[src/rtl/tt_um_ternary_pkg.sv]
// -----------------------------------------------------------------------------
// tt_um_ternary_pkg
// Shared definitions for the ternary matmul result path: the transmit FSM
// state encoding, the frame header tag, default geometry of the result vector,
// and a helper that extracts one result from the packed vector and
// sign-extends it to 16 bits.
// -----------------------------------------------------------------------------
package tt_um_ternary_pkg;

  typedef enum logic [1:0] {
    ST_IDLE = 2'd0,
    ST_HDR  = 2'd1,
    ST_DATA = 2'd2
  } state_t;

  localparam logic [3:0] FRAME_TAG     = 4'hC;
  localparam int         DEF_OUT_LEN   = 8;
  localparam int         DEF_ACC_WIDTH = 12;

  // Largest supported vector: 15 results of at most 16 bits each.
  localparam int MAX_OUT_LEN = 15;
  localparam int MAX_VEC_W   = MAX_OUT_LEN * 16;

  // Result r of a packed vector (zero-padded to MAX_VEC_W), sign-extended to
  // 16 bits by replicating bit acc_width-1 into the upper positions.
  function automatic logic [15:0] result_ext(input logic [MAX_VEC_W-1:0] vec,
                                             input int                   acc_width,
                                             input logic [3:0]           r);
    logic [15:0] res;
    logic [7:0]  pos;
    int          base;
    res  = 16'h0000;
    base = int'(r) * acc_width;
    for (int b = 0; b < 16; b++) begin
      if (b < acc_width) begin
        pos = 8'(base + b);
      end else begin
        pos = 8'(base + acc_width - 1);
      end
      res[b] = vec[pos];
    end
    return res;
  endfunction

endpackage

[src/rtl/tt_um_result_stream.sv]
// -----------------------------------------------------------------------------
// tt_um_result_stream
// Transmit end of the ternary matmul result path. Captures one vector of
// OUT_LEN signed results in a single handshake and serializes it as a frame:
// one header byte {TAG, seq} followed by every result as sign-extended 16 bits,
// low byte first. Byte stream uses valid/ready flow control.
//
// Ports:
//   clk, rst        clock, asynchronous active-high reset
//   in_valid/ready  result vector handshake (ready only when idle)
//   in_data         packed results, result i at [i*ACC_WIDTH +: ACC_WIDTH]
//   abort           synchronous frame drop, back to idle, seq kept
//   out_data/valid  stream byte and its qualifier (registered)
//   out_ready       sink accepts the byte
//   out_last        final byte of the frame (registered)
//   busy            a frame is in progress
// -----------------------------------------------------------------------------
module tt_um_result_stream
  import tt_um_ternary_pkg::*;
#(
  parameter int         OUT_LEN   = DEF_OUT_LEN,
  parameter int         ACC_WIDTH = DEF_ACC_WIDTH,
  parameter logic [3:0] TAG       = FRAME_TAG
) (
  input  logic                         clk,
  input  logic                         rst,
  input  logic                         in_valid,
  output logic                         in_ready,
  input  logic [OUT_LEN*ACC_WIDTH-1:0] in_data,
  input  logic                         abort,
  output logic [7:0]                   out_data,
  output logic                         out_valid,
  input  logic                         out_ready,
  output logic                         out_last,
  output logic                         busy
);

  localparam int         VEC_W    = OUT_LEN * ACC_WIDTH;
  localparam logic [4:0] LAST_IDX = 5'(2 * OUT_LEN - 1);

  state_t                 state_r, state_nxt_s;
  logic [4:0]             idx_r, idx_nxt_s;
  logic [3:0]             seq_r, seq_nxt_s;
  logic [VEC_W-1:0]       buf_r, buf_nxt_s;
  logic [MAX_VEC_W-1:0]   buf_pad_s;
  logic [15:0]            word_s;
  logic [7:0]             data_r, data_nxt_s;
  logic                   valid_r, valid_nxt_s;
  logic                   last_r, last_nxt_s;

  // Next-state logic: capture, header/data sequencing, abort override.
  always_comb begin
    state_nxt_s = state_r;
    idx_nxt_s   = idx_r;
    seq_nxt_s   = seq_r;
    buf_nxt_s   = buf_r;
    if (abort) begin
      // Abort wins over capture and over a final handshake (seq kept).
      state_nxt_s = ST_IDLE;
      idx_nxt_s   = 5'd0;
    end else begin
      case (state_r)
        ST_IDLE: begin
          if (in_valid) begin
            buf_nxt_s   = in_data;
            state_nxt_s = ST_HDR;
            idx_nxt_s   = 5'd0;
          end else begin
            state_nxt_s = ST_IDLE;
          end
        end
        ST_HDR: begin
          if (out_ready) begin
            state_nxt_s = ST_DATA;
            idx_nxt_s   = 5'd0;
          end else begin
            state_nxt_s = ST_HDR;
          end
        end
        ST_DATA: begin
          if (out_ready && (idx_r == LAST_IDX)) begin
            state_nxt_s = ST_IDLE;
            idx_nxt_s   = 5'd0;
            seq_nxt_s   = seq_r + 4'd1;
          end else if (out_ready) begin
            idx_nxt_s = idx_r + 5'd1;
          end else begin
            idx_nxt_s = idx_r;
          end
        end
        default: begin
          state_nxt_s = ST_IDLE;
          idx_nxt_s   = 5'd0;
        end
      endcase
    end
  end

  // Output byte for the upcoming cycle, derived from next-state values so the
  // stream outputs can be registered without adding latency.
  always_comb begin
    buf_pad_s              = '0;
    buf_pad_s[VEC_W-1:0]   = buf_nxt_s;
    word_s                 = result_ext(buf_pad_s, ACC_WIDTH, idx_nxt_s[4:1]);
    data_nxt_s             = 8'h00;
    valid_nxt_s            = 1'b0;
    last_nxt_s             = 1'b0;
    case (state_nxt_s)
      ST_HDR: begin
        valid_nxt_s = 1'b1;
        data_nxt_s  = {TAG, seq_nxt_s};
      end
      ST_DATA: begin
        valid_nxt_s = 1'b1;
        data_nxt_s  = idx_nxt_s[0] ? word_s[15:8] : word_s[7:0];
        last_nxt_s  = (idx_nxt_s == LAST_IDX);
      end
      default: begin
        valid_nxt_s = 1'b0;
      end
    endcase
  end

  // State, buffer and registered stream outputs.
  always_ff @(posedge clk or posedge rst) begin
    if (rst) begin
      state_r <= ST_IDLE;
      idx_r   <= 5'd0;
      seq_r   <= 4'd0;
      buf_r   <= '0;
      data_r  <= 8'h00;
      valid_r <= 1'b0;
      last_r  <= 1'b0;
    end else begin
      state_r <= state_nxt_s;
      idx_r   <= idx_nxt_s;
      seq_r   <= seq_nxt_s;
      buf_r   <= buf_nxt_s;
      data_r  <= data_nxt_s;
      valid_r <= valid_nxt_s;
      last_r  <= last_nxt_s;
    end
  end

  assign out_data  = data_r;
  assign out_valid = valid_r;
  assign out_last  = last_r;
  assign busy      = (state_r != ST_IDLE);
  // Held low for the whole time reset is asserted.
  assign in_ready  = (state_r == ST_IDLE) && !rst;

endmodule

[config.mk]
export PLATFORM = sky130hd
export DESIGN_NAME = tt_um_result_stream
export DESIGN_NICKNAME = d
export VERILOG_FILES = /design/src/rtl/tt_um_ternary_pkg.sv /design/src/rtl/tt_um_result_stream.sv
export SDC_FILE = /design/constraint.sdc
export NUM_CORES = 1
export LEC_CHECK = 0
export CAP_MARGIN = 20
export CELL_PAD_IN_SITES_DETAIL_PLACEMENT = 0
export CELL_PAD_IN_SITES_GLOBAL_PLACEMENT = 1
export CORE_MARGIN = 3
export CORE_UTILIZATION = 47
export CTS_CLUSTER_DIAMETER = 50
export DETAILED_ROUTE_END_ITERATION = 8
export DONT_BUFFER_PORTS = 1
export PLACE_DENSITY_LB_ADDON = 0.25
export SETUP_SLACK_MARGIN = 0.1
export SYNTH_ARGS = -nofsm -noshare
export SYNTH_HDL_FRONTEND = slang
export SYNTH_SLANG_ARGS = --single-unit
[constraint.sdc]
create_clock -name clk -period 13.55 [get_ports clk]
set_clock_uncertainty 0.2 [all_clocks]
set_input_delay 2.71 -clock clk [delete_from_list [all_inputs] [get_ports clk]]
set_output_delay 2.71 -clock clk [all_outputs]
set_load 0.05 [all_outputs]
== Word-level counts from Yosys, hierarchy flattened ==
Index checks and enable logic that the tools add are counted.
Storage, ports and cells
  bits in registers: 117
  bits of input ports: 101
Operators by class
  reduce and logical (&&, ||, !) cells: 6
  equal/unequal tests: 6
  add/sub/neg operators: 15
  $mul: 1
  magnitude comparators: 13
  multiplexer cells: 47
Operator list (number)
  $mux W96: 3
  $lt A8 B9 Y1 const B: 13
  $bmux W1 S8: 12
  $add A8 B4 Y8 const B: 5
  $add A8 B3 Y8 const B: 4
  $mux W5: 5
  $add A8 B2 Y8 const B: 2
  $mux W1: 16
  $pmux W8 S2: 1
  $pmux W5 S3: 1
  $mux W4: 3
  $eq A5 B4 Y1 const B: 2
  $add A8 B1 Y8 const B: 1
  $mux W8: 1
  $sub A8 B1 Y8 const B: 1
  $bmux W1 S6: 1
  $mul A4 B2 Y6 const B: 1
  $mux W2: 3
  $pmux W2 S3: 1
  $add A5 B1 Y5 const B: 1
  $add A4 B1 Y4 const B: 1
  $eq A2 B1 Y1 const B: 2
  $eq A2 B2 Y1 const B: 2
  $logic_and A1 B1 Y1: 2
  4 further kinds: 4

== Logic depth before layout (Yosys ltp) ==
Gate-level depths: netlist (run 1).
  depth in word-level cells: 12
  gate-level depth with buffers: 25
  gate-level depth less buffers: 21

== Worst setup path after synthesis (run 1) ==
No wires, ideal clock.
  kind: input to register
  start: input port out_ready
  end: register data_r[4], in the netlist out_data[4]
  stages: 21
  path buffers: 8
  library setup time: 82 ps
  arrival time: 7422 ps
  path slack: 5846 ps
  data required time: 13268 ps
  cell sequence: buf_2 and3b_1 o21a_4 nor2_8 inv_2 buf_2 buf_2 buf_2 ha_1 clkbuf_1 inv_1 buf_1 buf_1 ha_1 xnor3_1 clkbuf_1 mux2i_1 a2111oi_0 nor4_1 o32a_1 a31oi_1
On the way
  word-level cells in the longest chain between the ends: 11
Ends and longest elaborated chain
  start, declared: line tt_um_result_stream.sv:33  | input logic out_ready,
  $mux W5 / $logic_and A1 B1 Y1 (equally long branches): line tt_um_result_stream.sv:85, tt_um_result_stream.sv:81
  $mux W5: line tt_um_result_stream.sv:81  | if (out_ready && (idx_r == LAST_IDX)) begin
  $pmux W5 S3 *: line tt_um_result_stream.sv:62  | case (state_r)
  $mux W5 *: line tt_um_result_stream.sv:57  | if (abort) begin
  named net idx_nxt_s[1]: line tt_um_result_stream.sv:42  | logic [4:0] idx_r, idx_nxt_s;
  $mul A4 B2 Y6 *: line tt_um_ternary_pkg.sv:33  | base = int'(r) * acc_width;
  $add A8 B4 Y8: line tt_um_ternary_pkg.sv:38  | pos = 8'(base + acc_width - 1);
  $sub A8 B1 Y8: line tt_um_ternary_pkg.sv:38
  $bmux W1 S8: line tt_um_ternary_pkg.sv:40  | res[b] = vec[pos];
  $mux W1 (not written as such): line tt_um_ternary_pkg.sv:40
  $mux W8 *: line tt_um_result_stream.sv:115  | data_nxt_s = idx_nxt_s[0] ? word_s[15:8] : word_s[7:0];
  $pmux W8 S2 *: line tt_um_result_stream.sv:108  | case (state_nxt_s)
  named net data_nxt_s[4]: line tt_um_result_stream.sv:47  | logic [7:0] data_r, data_nxt_s;
  end signal, assigned: line tt_um_result_stream.sv:139  | data_r <= data_nxt_s;
  end, declared: line tt_um_result_stream.sv:47
The timed path passes the listed nets; every way through them passes the cells marked *. The select of a mux whose other input is x is not followed.

== Worst setup path in the final report (run 1) ==
  start: input port out_ready
  end: register data_r[4], in the netlist out_data[4]
On the way
  word-level cells in the longest chain between the ends: 11
Ends and longest elaborated chain (line)
  $mux W5 / $logic_and A1 B1 Y1 (equally long branches): tt_um_result_stream.sv:85, tt_um_result_stream.sv:81
  $mux W5: tt_um_result_stream.sv:81
  $pmux W5 S3: tt_um_result_stream.sv:62
  $mux W5: tt_um_result_stream.sv:57
  $mul A4 B2 Y6: tt_um_ternary_pkg.sv:33
  $add A8 B4 Y8: tt_um_ternary_pkg.sv:38
  $sub A8 B1 Y8: tt_um_ternary_pkg.sv:38
  $bmux W1 S8: tt_um_ternary_pkg.sv:40
  $mux W1 (not written as such): tt_um_ternary_pkg.sv:40
  $mux W8: tt_um_result_stream.sv:115
  $pmux W8 S2 *: tt_um_result_stream.sv:108
  named net data_nxt_s[4]: tt_um_result_stream.sv:47
Marks and branches as above.

==> impl_metrics.tcl, run 1 <==
set metrics [dict create \
    status "finished clean" \
    synth-seq-area-share 0.363 \
    numCtsBuffers 17 \
    gp_congestion 0.906 \
    dieArea_sq_um 18800 \
    yosys.area.top_type "dfrtp_1" \
    power_density_nw_per_um2 134 \
    combPwrFrac 0.228 \
    swShare 0.292 \
    num_io_pins 113 \
    cts_setup_buffers 0 \
    dr.pass1.iters 7 \
    ctsResizeCount 0 \
    timing.rr.start "idx_r[1]$_DFF_PP0_" \
    num_vias 5999 \
    worst_slew_pin_slew_ns 1.11 \
    fmax_mhz 124 \
    grt_max_degree 82 \
    min_path_type "reg2reg" \
    start_kind "primary input" \
    synth_top_area_share 0.363 \
    endpoint_kind "register" \
    layout.cells.non_filler 984 \
    n_antenna_cell 0 \
    core_area_sq_um 16700 \
    layout-drive-gt1-share 0.170 \
    start_util 0.483 \
    cts_tree "done" \
    cts_root_buffer "clkbuf_16" \
    holdCritStartpoint "seq_r[3]$_DFF_PP0_" \
    postSynthAreaPerCell_sq_um 10.5 \
    power_switching_mw 0.345 \
    ys_ff_latch 117 \
    finalHoldViolations 0 \
    final_core_util 0.528 \
    synth_edf_count 0 \
    portBuffers 0 \
    ant_nets 0 \
    required_ns 13.69 \
    grt_pass1_wl_um 34100 \
    slew_viol_final 0 \
    crit_path_start "out_ready" \
    first_iter_violations 505 \
    rsz0062_at_grt "no" \
    async_reset_ff_frac 1.00 \
    hpwl_um 15700 \
    criticalPathCategory "in2reg" \
    yosysUniqueCellTypes 67 \
    grt_pass1_vias 6194 \
    setup_tns_ns 0 \
    rows 47 \
    cts_max_level 4 \
    arrival_ns 8.19 \
    cp_max_fo 29 \
    synth_area_leaders "dfrtp_1 (36%), mux2i_1 (14%), mux4_2 (13%)" \
    grt.overflow.total 0 \
    area_delta_synth_final_pct 9.30 \
    wl_per_cell_um 22.0 \
    antenna_found_initial 0 \
    clk_pin_slew_worst_paths_ns 0.06 \
    synthFlopType "dfrtp_1" \
    totalWireLength_um 21700 \
    cts_buffer_depth 2 \
    p_leak_nw 3.92 \
    via_per_inst 6.10 \
    yosys_warnings 0 \
    synth_fp_nets 884 \
    synth_area_sq_um 8070 \
    peakVddDrop_mv 0.0925 \
    syn_inst 769 \
    min_period_over_period 0.594 \
    timing.rr.end "out_data[4]$_DFF_PP0_" \
    drc_errors 0 \
    fp.dieH_um 137 \
    r2r_slack_ns 6.87 \
    min_period_ns 8.05 \
    internal_power_mw 0.836 \
    p_seq_frac 0.374 \
    worstRegToRegCells 18 \
    finalSetupViolations 0 \
    drv_cap 0 \
    track_usage 0.239 \
    nets 866 \
    max_slew_margin 0.262 \
    endpoint "out_data[4]$_DFF_PP0_" \
    dp.cells 949 \
    cts.sinks 117 \
    clkPwrFrac 0.398 \
    clock_latency_ns 0.42 \
    die_w_um 137 \
    postCtsHoldBufs 0 \
]
## worst min path at each step
stage,to,slack [ns],depth (start not counted)
floorplan,seq_r[3]$_DFF_PP0_,0.24,1
global placement,seq_r[3]$_DFF_PP0_,0.27,1
detailed placement,seq_r[3]$_DFF_PP0_,0.28,1
CTS,seq_r[3]$_DFF_PP0_,0.29,1
global route,seq_r[3]$_DFF_PP0_,0.30,1
finish,seq_r[3]$_DFF_PP0_,0.30,1
## cells by family (layout without fill, tap and decap cells)
kind of cell	after synthesis	count (layout)	synth area share
xor gates and xnor gates	14	14	0.0188
adders and majority gates	14	14	0.0226
DFF	117	117	0.363
AOI/OAI and AO/OA	110	110	0.0971
muxes	185	185	0.304
buffers and inverters	148	143	0.0839
and+or+nand+nor	181	181	0.110
## critical path: stages
cell and delay, ns:
mux2i_1 0.28, and3_1 0.45, nor2_8 0.04, inv_2 0.32, buf_4 0.41, ha_1 0.25
fa_1 0.83, ha_1 0.51, xnor3_1 0.97, and2_1 0.23, a211oi_1 0.05, a2111oi_0 0.40
nor4_1 0.10, o32a_1 0.45, a31oi_1 0.17
## sequential cells by signal, indices dropped and copies added, names as in the netlist
name	cells
out_data	8
out_last	1
state_r	2
idx_r	5
buf_r	96
seq_r	4
out_valid	1
## power groups by stage
stage          registers (mW)  clock network [mW]  logic, mW
3_3_place_gp            0.445                   0      0.260
5_1_grt                 0.448               0.494      0.298
3_5_place_dp            0.448                   0      0.266
6_report                0.442               0.470      0.270
4_1_cts                 0.442               0.477      0.268
2_1_floorplan           0.438                   0      0.208
## synth_stat cells, drive strengths merged (3+ instances only)
cell,instances
a211oi,8
a21o,6
a21oi,17
a22oi,4
a311oi,3
a31oi,7
and2,3
and3,4
buf,32
clkbuf,19
dfrtp,117
ha,13
inv,97
mux2,23
mux2i,116
mux4,46
nand2,78
nand2b,3
nand3,21
nand4,7
nor2,27
nor2b,6
nor3,8
nor4,9
o2111ai,5
o211a,3
o211ai,20
o21ai,17
or2,4
xnor2,9
xor2,3
## metal layers
layer	vias to the layer above	GRT usage	routed length [um]
met3	45	0.0669	1760
li1	2728	-	-
met5	-	0	0
met4	0	0.0865	527
met2	254	0.369	10200
met1	2972	0.322	9190
## layout by cell type, fill, tap and decap left out, types with 3 or more instances in the layout
cell type	count
clkbuf_16	17
a21o_1	6
xnor2_1	8
nor4_1	9
o211ai_1	20
a22oi_1	3
o211a_1	3
mux2_2	22
dfrtp_1	117
a31oi_1	7
and2_1	3
nand3_1	21
inv_1	95
a21oi_1	17
and3_1	4
ha_1	13
nand2b_1	3
clkinv_2	4
nand2_1	78
nand4_1	7
nor2b_1	6
o2111ai_1	5
nor2_1	26
mux2i_1	116
o21ai_0	10
a311oi_1	3
buf_4	11
clkbuf_8	3
a211oi_1	7
o21ai_1	7
nor3_1	8
or2_2	3
bufinv_16	3
mux4_2	46
## layout make-up
class	count	area (sq um)
clock buffer	20	467
clock inverter	12	151
fill	1509	7880
inverter	97	367
multi-input combinational	504	4480
sequential	117	2930
tap	220	275
timing repair buffer	14	153
## per-stage QoR
step           setup WS [ns]  cell area (sq um)  total power [mW]  hold WS [ns]
2_1_floorplan           5.85               8070             0.646         0.244
3_3_place_gp            5.31               8130             0.705         0.268
3_5_place_dp            5.18               8130             0.713         0.278
4_1_cts                 5.61               8750              1.19         0.292
5_1_grt                 5.16               8820              1.24         0.305
6_report                5.50               8820              1.18         0.296
(Power assumes the default switching activity.)
==> run 2: changes to the inputs <==
Clock period 13.55 ns to 7.59 ns, I/O delays scaled along.
==> run 2 against run 1 <==
Cell count unchanged. Combinational power increased by 78%. Via count decreased by 1.8%. Count of clock-buffer cells in the layout decreased by 1. Worst hold slack got worse by 0.023 ns. Core utilization decreased by 0.55 points. Flip-flop and latch count unchanged. Register-to-register slack got worse by 5.4 ns. Wire length increased by 0.21%. First-iteration DRC count decreased by 13%. Largest cell class unchanged. Largest power group is now sequential cells.
==> impl_metrics.tcl, run 2 (same netlist as run 1, synthesis figures left out) <==
set metrics [dict create \
    status "finished clean" \
    track_usage 0.240 \
    finalSetupViolations 0 \
    die_w_um 137 \
    antenna_found_initial 1 \
    placed_area_sq_um 8150 \
    slew_viol_final 0 \
    numCtsBuffers 17 \
    layout_common_cells "dfrtp_1 (117), mux2i_1 (116), inv_1 (95), nand2_1 (78), mux4_2 (46)" \
    final_cell_area_sq_um 8730 \
    fmax_mhz 159 \
    r2r_slack_ns 1.51 \
    holdPathStages 1 \
    p_total_mw 2.05 \
    hpwl_um 16100 \
    gp_congestion 0.869 \
    fp.dieH_um 137 \
    start_util 0.483 \
    num_io_pins 113 \
    holdCritStartpoint "seq_r[3]$_DFF_PP0_" \
    cts_tree "done" \
    regMostFlops "buf_r" \
    criticalPathCategory "in2reg" \
    timing.rr.end "out_data[5]$_DFF_PP0_" \
    hold_end "seq_r[3]$_DFF_PP0_" \
    hold_slack_ns 0.272 \
    postCtsHoldBufs 0 \
    dr.pass1.iters 7 \
    swShare 0.298 \
    setup_tns_ns 0 \
    totalWireLength_um 21700 \
    portBuffers 0 \
    internal_power_mw 1.44 \
    dp_slack_ns 0.982 \
    cts_root_buffer "clkbuf_16" \
    wl_per_cell_um 22.1 \
    max_slew_margin 0.337 \
    largest_reg_flops 96 \
    grt_use_met1 0.329 \
    combPwrFrac 0.234 \
    dieArea_sq_um 18800 \
    p_seq_frac 0.384 \
    layout-drive-gt1-share 0.169 \
    drc_errors 0 \
    grt_pass1_vias 6088 \
    worst_slew_pin_slew_ns 0.994 \
    power_switching_mw 0.609 \
    drv_cap 0 \
    final_common_cell "dfrtp_1" \
    busiest_layer "met2" \
    clkPwrFrac 0.382 \
    grt_use_met3 0.0732 \
    min_period_over_period 0.829 \
    cts_setup_buffers 0 \
    ant_nets 0 \
    grt_max_degree 77 \
    via_per_inst 5.99 \
    core_area_sq_um 16700 \
    n_antenna_cell 0 \
    start_kind "primary input" \
    cts_max_level 4 \
    num_vias 5892 \
    gr-usage-met2 0.376 \
    cp_max_fo 45 \
    worst_slack_ns 1.30 \
    clk_pin_slew_worst_paths_ns 0.05 \
    min_period_ns 6.29 \
    min_path_type "reg2reg" \
    peakVddDrop_mv 0.157 \
    grt_pass1_wl_um 34300 \
    rsz0062_at_grt "no" \
    required_ns 7.72 \
    rows 47 \
    area_delta_synth_final_pct 8.17 \
    arrival_ns 6.43 \
    endpoint_kind "register" \
    cts_buffer_depth 2 \
    finalHoldViolations 0 \
    grt.overflow.total 0 \
    worstRegToRegCells 21 \
    clock_latency_ns 0.42 \
    first_iter_violations 440 \
    nets 866 \
    cts.sinks 117 \
    ctsResizeCount 0 \
    p_leak_nw 3.88 \
    power_density_nw_per_um2 235 \
    timing.rr.start "idx_r[0]$_DFF_PP0_" \
]
[run 2: metal layers]
| metal | routed length [um] | up-vias |
|---|---|---|
| met3 | 1550 | 24 |
| met2 | 10300 | 210 |
| met5 | 7 | - |
| li1 | - | 2712 |
| met1 | 9650 | 2944 |
| met4 | 238 | 2 |
[run 2: critical path, stage by stage]
cell	delay, ns
mux2i_1	0.27
and3_1	0.43
nor2_8	0.04
inv_2	0.06
buf_4	0.47
ha_1	0.35
inv_1	0.06
buf_4	0.31
ha_1	0.37
xnor3_1	0.89
and2_1	0.23
a211oi_1	0.05
a2111oi_0	0.61
nor4_1	0.14
o32a_1	0.45
a31oi_1	0.17
[run 2: area by class of cell]
| cell class | instances | area (sq um) |
|---|---|---|
| Multi-Input combinational cell | 504 | 4480 |
| Fill cell | 1533 | 7970 |
| Clock buffer | 19 | 443 |
| Sequential cell | 117 | 2930 |
| Timing Repair Buffer | 14 | 105 |
| Tap cell | 220 | 275 |
| Clock inverter | 13 | 131 |
| Inverter | 97 | 367 |
[run 2: how the worst max path moves through the flow]
stage               from                     to  cells past startpoint
4_1_cts        out_ready  out_data[5]$_DFF_PP0_                     16
5_1_grt        out_ready  out_data[5]$_DFF_PP0_                     16
3_3_place_gp   out_ready  out_data[4]$_DFF_PP0_                     16
2_1_floorplan  out_ready  out_data[4]$_DFF_PP0_                     21
6_report       out_ready  out_data[5]$_DFF_PP0_                     16
3_5_place_dp   out_ready  out_data[5]$_DFF_PP0_                     16
[run 2: power by group through the flow]
stage | clock, mW | combinational [mW] | sequential [mW]
after floorplan | 0 | 0.372 | 0.783
after global placement | 0 | 0.463 | 0.793
after detailed placement | 0 | 0.477 | 0.797
after CTS | 0.793 | 0.479 | 0.786
after global routing | 0.829 | 0.527 | 0.798
final | 0.782 | 0.480 | 0.786
[run 2: stage by stage]
stage | instances | util
finish | 984 | 0.523
global route | 984 | 0.523
CTS | 984 | 0.523
detailed placement | 952 | 0.488
global placement | 952 | 0.488
floorplan | 769 | -
